===== src/rtl/module_bin_to_bcd_seq.sv =====
// Sequential shift-and-add-3 binary-to-BCD converter for the {Cout, sum} adder result.
// Define SEG7_EN to add an active-low 7-segment decode of the BCD result.
module module_bin_to_bcd_seq #(
    parameter int ANCHO   = 8,
    parameter int DIGITOS = 3
) (
    input  logic                   clk,
    input  logic                   rst,
    input  logic                   inicio,
    input  logic [ANCHO:0]         dato,
    output logic                   ocupado,
    output logic                   listo,
    output logic [4*DIGITOS-1:0]   bcd
`ifdef SEG7_EN
    ,
    output logic [7*DIGITOS-1:0]   seg
`endif
);

    localparam int SW = 4 * DIGITOS;
    localparam int CW = $clog2(ANCHO + 1);

    typedef enum logic {
        REPOSO,
        CONVIRTIENDO
    } state_t;

    state_t          state_q, state_d;
    logic [ANCHO:0]  bin_q, bin_d;
    logic [SW-1:0]   scratch_q, scratch_d;
    logic [CW-1:0]   cnt_q, cnt_d;
    logic [SW-1:0]   bcd_q, bcd_d;
    logic            listo_q, listo_d;
    logic [SW-1:0]   adj;
    logic [SW-1:0]   shifted;

    // Each digit is corrected on its own; the +3 never carries into the next digit.
    generate
        for (genvar gi = 0; gi < DIGITOS; gi++) begin : g_adj
            assign adj[4*gi +: 4] = (scratch_q[4*gi +: 4] >= 4'd5)
                                  ? scratch_q[4*gi +: 4] + 4'd3
                                  : scratch_q[4*gi +: 4];
        end
    endgenerate

    // The corrected MSB falls off the top; the digit-count constraint keeps it zero.
    assign shifted = SW'({adj, bin_q[ANCHO]});

    always_comb begin
        state_d   = state_q;
        bin_d     = bin_q;
        scratch_d = scratch_q;
        cnt_d     = cnt_q;
        bcd_d     = bcd_q;
        listo_d   = 1'b0;
        case (state_q)
            REPOSO: begin
                if (inicio) begin
                    bin_d     = dato;
                    scratch_d = '0;
                    cnt_d     = CW'(ANCHO);
                    state_d   = CONVIRTIENDO;
                end
            end
            CONVIRTIENDO: begin
                scratch_d = shifted;
                bin_d     = {bin_q[ANCHO-1:0], 1'b0};
                cnt_d     = cnt_q - CW'(1);
                if (cnt_q == '0) begin
                    bcd_d   = shifted;
                    listo_d = 1'b1;
                    cnt_d   = '0;
                    state_d = REPOSO;
                end
            end
            default: state_d = REPOSO;
        endcase
    end

    always_ff @(posedge clk) begin
        if (rst) begin
            state_q   <= REPOSO;
            bin_q     <= '0;
            scratch_q <= '0;
            cnt_q     <= '0;
            bcd_q     <= '0;
            listo_q   <= 1'b0;
        end else begin
            state_q   <= state_d;
            bin_q     <= bin_d;
            scratch_q <= scratch_d;
            cnt_q     <= cnt_d;
            bcd_q     <= bcd_d;
            listo_q   <= listo_d;
        end
    end

    assign ocupado = (state_q == CONVIRTIENDO);
    assign listo   = listo_q;
    assign bcd     = bcd_q;

`ifdef SEG7_EN
    // Segment order {g,f,e,d,c,b,a}, active low; non-decimal codes blank the digit.
    generate
        for (genvar gi = 0; gi < DIGITOS; gi++) begin : g_seg
            always_comb begin
                case (bcd_q[4*gi +: 4])
                    4'd0:    seg[7*gi +: 7] = 7'b1000000;
                    4'd1:    seg[7*gi +: 7] = 7'b1111001;
                    4'd2:    seg[7*gi +: 7] = 7'b0100100;
                    4'd3:    seg[7*gi +: 7] = 7'b0110000;
                    4'd4:    seg[7*gi +: 7] = 7'b0011001;
                    4'd5:    seg[7*gi +: 7] = 7'b0010010;
                    4'd6:    seg[7*gi +: 7] = 7'b0000010;
                    4'd7:    seg[7*gi +: 7] = 7'b1111000;
                    4'd8:    seg[7*gi +: 7] = 7'b0000000;
                    4'd9:    seg[7*gi +: 7] = 7'b0010000;
                    default: seg[7*gi +: 7] = 7'b1111111;
                endcase
            end
        end
    endgenerate
`endif

endmodule


===== config.mk =====
export PLATFORM = sky130hd
export DESIGN_NAME = module_bin_to_bcd_seq
export DESIGN_NICKNAME = d
export VERILOG_FILES = /design/src/rtl/module_bin_to_bcd_seq.sv
export SDC_FILE = /design/constraint.sdc
export NUM_CORES = 1
export LEC_CHECK = 0
export ABC_CLOCK_PERIOD_IN_PS = 2000
export CORE_ASPECT_RATIO = 0.8
export CORE_UTILIZATION = 45
export DETAILED_ROUTE_END_ITERATION = 10
export MAX_ROUTING_LAYER = met4
export PLACE_DENSITY = 0.68
export SETUP_SLACK_MARGIN = 0.5
export SYNTH_ARGS = -nofsm -noshare
export SYNTH_HDL_FRONTEND = slang
export SYNTH_SLANG_ARGS = --single-unit

===== constraint.sdc =====
create_clock -name clk -period 2 [get_ports clk]
set_input_delay 0.3 -clock clk [delete_from_list [all_inputs] [get_ports clk]]
set_output_delay 0.3 -clock clk [all_outputs]
set_load 0.02 [all_outputs]

==> impl_metrics.prom <==
# TYPE chip_impl_metric gauge
chip_impl_metric{name="yosysWarnings",unit=""} 0
chip_impl_metric{name="fin_worst_skew",unit="ps"} 7.73
chip_impl_metric{name="average_cell_area_after_synthesis",unit="um2"} 8.90
chip_impl_metric{name="dpl.hpwl",unit="um"} 2400
chip_impl_info{name="timing.critical_path.from_type",value="flop"} 1
chip_impl_metric{name="post_cts_hold_buffer_count",unit=""} 0
chip_impl_metric{name="clk_latency",unit="ps"} 300
chip_impl_info{name="synth_flop_cell",value="dfxtp_1"} 1
chip_impl_metric{name="p_comb_share",unit="%"} 16.0
chip_impl_metric{name="critical_path.max_fanout",unit=""} 3
chip_impl_metric{name="chipHeight",unit="um"} 58.4
chip_impl_metric{name="number_of_antenna_violations_at_the_first_check_in_global_routing",unit=""} 0
chip_impl_info{name="cts-root-buf",value="clkbuf_8"} 1
chip_impl_metric{name="total_switching_power",unit="uW"} 457
chip_impl_info{name="tritoncts_clock_tree",value="done"} 1
chip_impl_metric{name="slew_headroom",unit="%"} 64.3
chip_impl_metric{name="finalSetupTns",unit="ps"} 0
chip_impl_metric{name="wl_per_cell",unit="um"} 12.3
chip_impl_metric{name="final_total_power",unit="uW"} 1640
chip_impl_metric{name="worstRegToRegCells",unit=""} 6
chip_impl_metric{name="synth.net_count",unit=""} 221
chip_impl_metric{name="io_buffers",unit=""} 25
chip_impl_metric{name="timing.final.ws_setup",unit="ps"} 528
chip_impl_metric{name="max-clock-path-buffers",unit=""} 2
chip_impl_metric{name="slew_violations",unit=""} 0
chip_impl_metric{name="fmaxAchievable",unit="MHz"} 680
chip_impl_metric{name="drt-vias-per-instance",unit=""} 5.07
chip_impl_metric{name="first_pass_detailed_route_iteration_total",unit=""} 5
chip_impl_metric{name="irDropWorstVdd",unit="mV"} 0.617
chip_impl_metric{name="die_width",unit="um"} 72.5
chip_impl_metric{name="regToRegSetupSlack",unit="ps"} 530
chip_impl_metric{name="cp_data_arrival_time",unit="ps"} 1690
chip_impl_metric{name="clock_sink_count",unit=""} 39
chip_impl_metric{name="timing.final.hold_violations",unit=""} 0
chip_impl_metric{name="initial_core_util",unit="%"} 47.0
chip_impl_metric{name="floorplan.core_area",unit="um2"} 3800
chip_impl_metric{name="routed-via-count",unit=""} 1475
chip_impl_metric{name="grt_pass1_vias",unit=""} 1259
chip_impl_metric{name="clk_transition_reported_paths",unit="ps"} 80
chip_impl_info{name="hold_end",value="scratch_q[9]"} 1
chip_impl_metric{name="layout_worst_path_cycle_share",unit="%"} 73.6
chip_impl_metric{name="netlist-cell-type-count",unit=""} 27
chip_impl_info{name="synth_largest_area_cell",value="dfxtp_1"} 1
chip_impl_metric{name="ys_seq_elements",unit=""} 39
chip_impl_metric{name="power_density",unit="nW/um2"} 697
chip_impl_info{name="worstHoldPathType",value="reg2reg"} 1
chip_impl_metric{name="synth_sequential_area_ratio",unit="%"} 43.7
chip_impl_info{name="yosys.cell_count.top_type",value="dfxtp_1"} 1
chip_impl_metric{name="initialDrtViolationCount",unit=""} 97
chip_impl_metric{name="grt_start_max_net_pins",unit=""} 20
chip_impl_info{name="worst_r2r_dst",value="bcd[6]"} 1
chip_impl_metric{name="synth_largest_type_area_fraction",unit="%"} 43.7
chip_impl_metric{name="synthCells",unit=""} 201
chip_impl_metric{name="diodes",unit=""} 0
chip_impl_metric{name="antenna_left",unit=""} 0
chip_impl_metric{name="seqPwrFrac",unit="%"} 50.8
chip_impl_metric{name="fp.dieArea",unit="um2"} 4230
chip_impl_metric{name="whs",unit="ps"} 484
chip_impl_metric{name="syn-cell-area",unit="um2"} 1790
chip_impl_metric{name="timing.critical_path.required",unit="ps"} 2220
chip_impl_metric{name="power_report.internal_total",unit="uW"} 1190
chip_impl_metric{name="number_of_flops_mapped_to_enable_cells_by_yosys",unit=""} 0
chip_impl_metric{name="cts_htree_levels",unit=""} 2
chip_impl_info{name="rr_startpoint",value="scratch_q[5]"} 1
chip_impl_metric{name="rows",unit=""} 20
chip_impl_metric{name="grt_pass1_wl",unit="um"} 5880
chip_impl_metric{name="tightest_slew",unit="ps"} 534
chip_impl_metric{name="number_of_cells_traversed_by_the_worst_hold_path",unit=""} 2
chip_impl_metric{name="timing.final.setup_violations",unit=""} 0
chip_impl_metric{name="ios",unit=""} 26
chip_impl_info{name="worstHoldStart",value="scratch_q[9]"} 1
chip_impl_metric{name="detailed_place.area",unit="um2"} 2110
chip_impl_metric{name="total_leakage_power",unit="uW"} 0.000927
chip_impl_metric{name="power_switching_share",unit="%"} 27.8
chip_impl_info{name="grt_setup_unrepaired",value="true"} 1
chip_impl_info{name="post_synth_most_frequent_cells",value="39 x dfxtp_1, 27 x nor2_1, 23 x a21oi_1"} 1
chip_impl_metric{name="remaining_drc_errors",unit=""} 0
chip_impl_metric{name="async_flop_share",unit="%"} 0
chip_impl_metric{name="dpl_worst_slack",unit="ps"} 322
chip_impl_metric{name="grt_overflow",unit=""} 0
chip_impl_metric{name="gp_congestion",unit=""} 0.818
chip_impl_info{name="synth.area.top_cells",value="dfxtp_1 44%, a21oi_1 6.4%, mux2i_1 6.2%"} 1
chip_impl_metric{name="drv.max_cap_violation_count",unit=""} 0
chip_impl_metric{name="grt_use_total",unit="%"} 18.6
chip_impl_metric{name="finish.instance_area",unit="um2"} 2360
chip_impl_metric{name="nNetsFinal",unit=""} 255
chip_impl_info{name="run_status",value="completed"} 1
chip_impl_info{name="timing.setup.critical_path_class",value="reg2reg"} 1
chip_impl_metric{name="layout-area-overhead-vs-synth",unit="%"} 31.8
chip_impl_metric{name="layout-drive-gt1-share",unit="%"} 19.9
chip_impl_metric{name="detail_route.wirelength",unit="um"} 3580
chip_impl_metric{name="power.share.clock",unit="%"} 33.2
chip_impl_metric{name="number_of_cts_inserted_buffers",unit=""} 5
chip_impl_info{name="worst_setup_path_end_kind",value="flop"} 1
chip_impl_metric{name="fin_crit",unit="ps"} 1470
==> sequential cells by signal, indices dropped and copies added (netlist names) <==
| name | count |
|---|---|
| cnt_q | 4 |
| bcd | 12 |
| scratch_q | 12 |
| bin_q | 9 |
| ocupado | 1 |
| listo | 1 |
==> worst max-delay path by stage <==
stage,from,endpoint,slack [ps]
floorplan,scratch_q[0],bcd[2],540
global placement,inicio,cnt_q[2],310
detailed placement,inicio,cnt_q[2],320
CTS,scratch_q[5],bcd[6],470
global route,scratch_q[5],bcd[6],460
finish,scratch_q[5],bcd[6],530
==> layout by cell type (no fill, tap or decap), types with 4 or more instances in the layout <==
cell type and instances:
buf_4 11, dfxtp_1 36, nor3_1 4, clkbuf_8 5
a211oi_1 4, o22ai_1 5, inv_2 6, nand3b_1 9
nand2b_1 7, a21oi_1 20, o21ai_1 14, clkdlybuf4s50_1 11
nor3b_1 8, dlygate4sd2_1 14, ha_1 5, nor2_1 27
mux2i_1 11, inv_1 4
==> layout make-up <==
type | count | area, um2
sequential | 39 | 785
fill | 346 | 1450
timing repair buffer | 37 | 327
clock buffer | 5 | 68.8
clock inverter | 3 | 23.8
inverter | 10 | 37.5
multi-input combinational | 142 | 1050
tap | 55 | 68.8
==> critical path, cell delays in order (launching register included) <==
cell      delay [ps]
dfxtp_2          360
inv_2             60
ha_1             180
nand2b_4         150
a21oi_4          160
mux2_4           320
o22ai_2          160
==> per-layer routing <==
metal	wire, um	up-vias	track usage (%)
met5	0	-	-
met4	70	0	7.28
met3	114	8	5.31
met2	1560	25	24.4
met1	1840	672	26.6
li1	-	770	-
==> logic make-up (layout without fill, tap and decap cells) <==
group	count (synthesis)	in the layout	share of synthesized area, %
adders and majority gates	8	8	5.60
and+or+nand+nor	68	68	21.2
muxes	14	14	8.05
DFF	39	39	43.7
xor gates and xnor gates	3	3	1.47
AOI/OAI and AO/OA	49	49	15.0
buffers and inverters	20	55	5.04
==> power by group through the flow <==
stage | combinational [uW] | sequential [uW] | clock, uW
after floorplan | 146 | 866 | 0
after global placement | 249 | 852 | 0
after detailed placement | 252 | 852 | 0
after CTS | 248 | 834 | 555
after global routing | 290 | 840 | 601
final | 262 | 836 | 546
==> repair_timing <==
item                       4_1_cts  5_1_grt
setup endpoints to repair       30       17
resized for setup               26       21
buffers inserted                 2        2
pin swaps                        2        3
==> through the flow <==
| step | cells | util [%] |
|---|---|---|
| after CTS | 289 | 59.2 |
| final | 291 | 62.0 |
| after global placement | 279 | 55.6 |
| after floorplan | 201 | - |
| after detailed placement | 279 | 55.6 |
| after global routing | 291 | 62.0 |
Power figures use the tool's default switching activity.
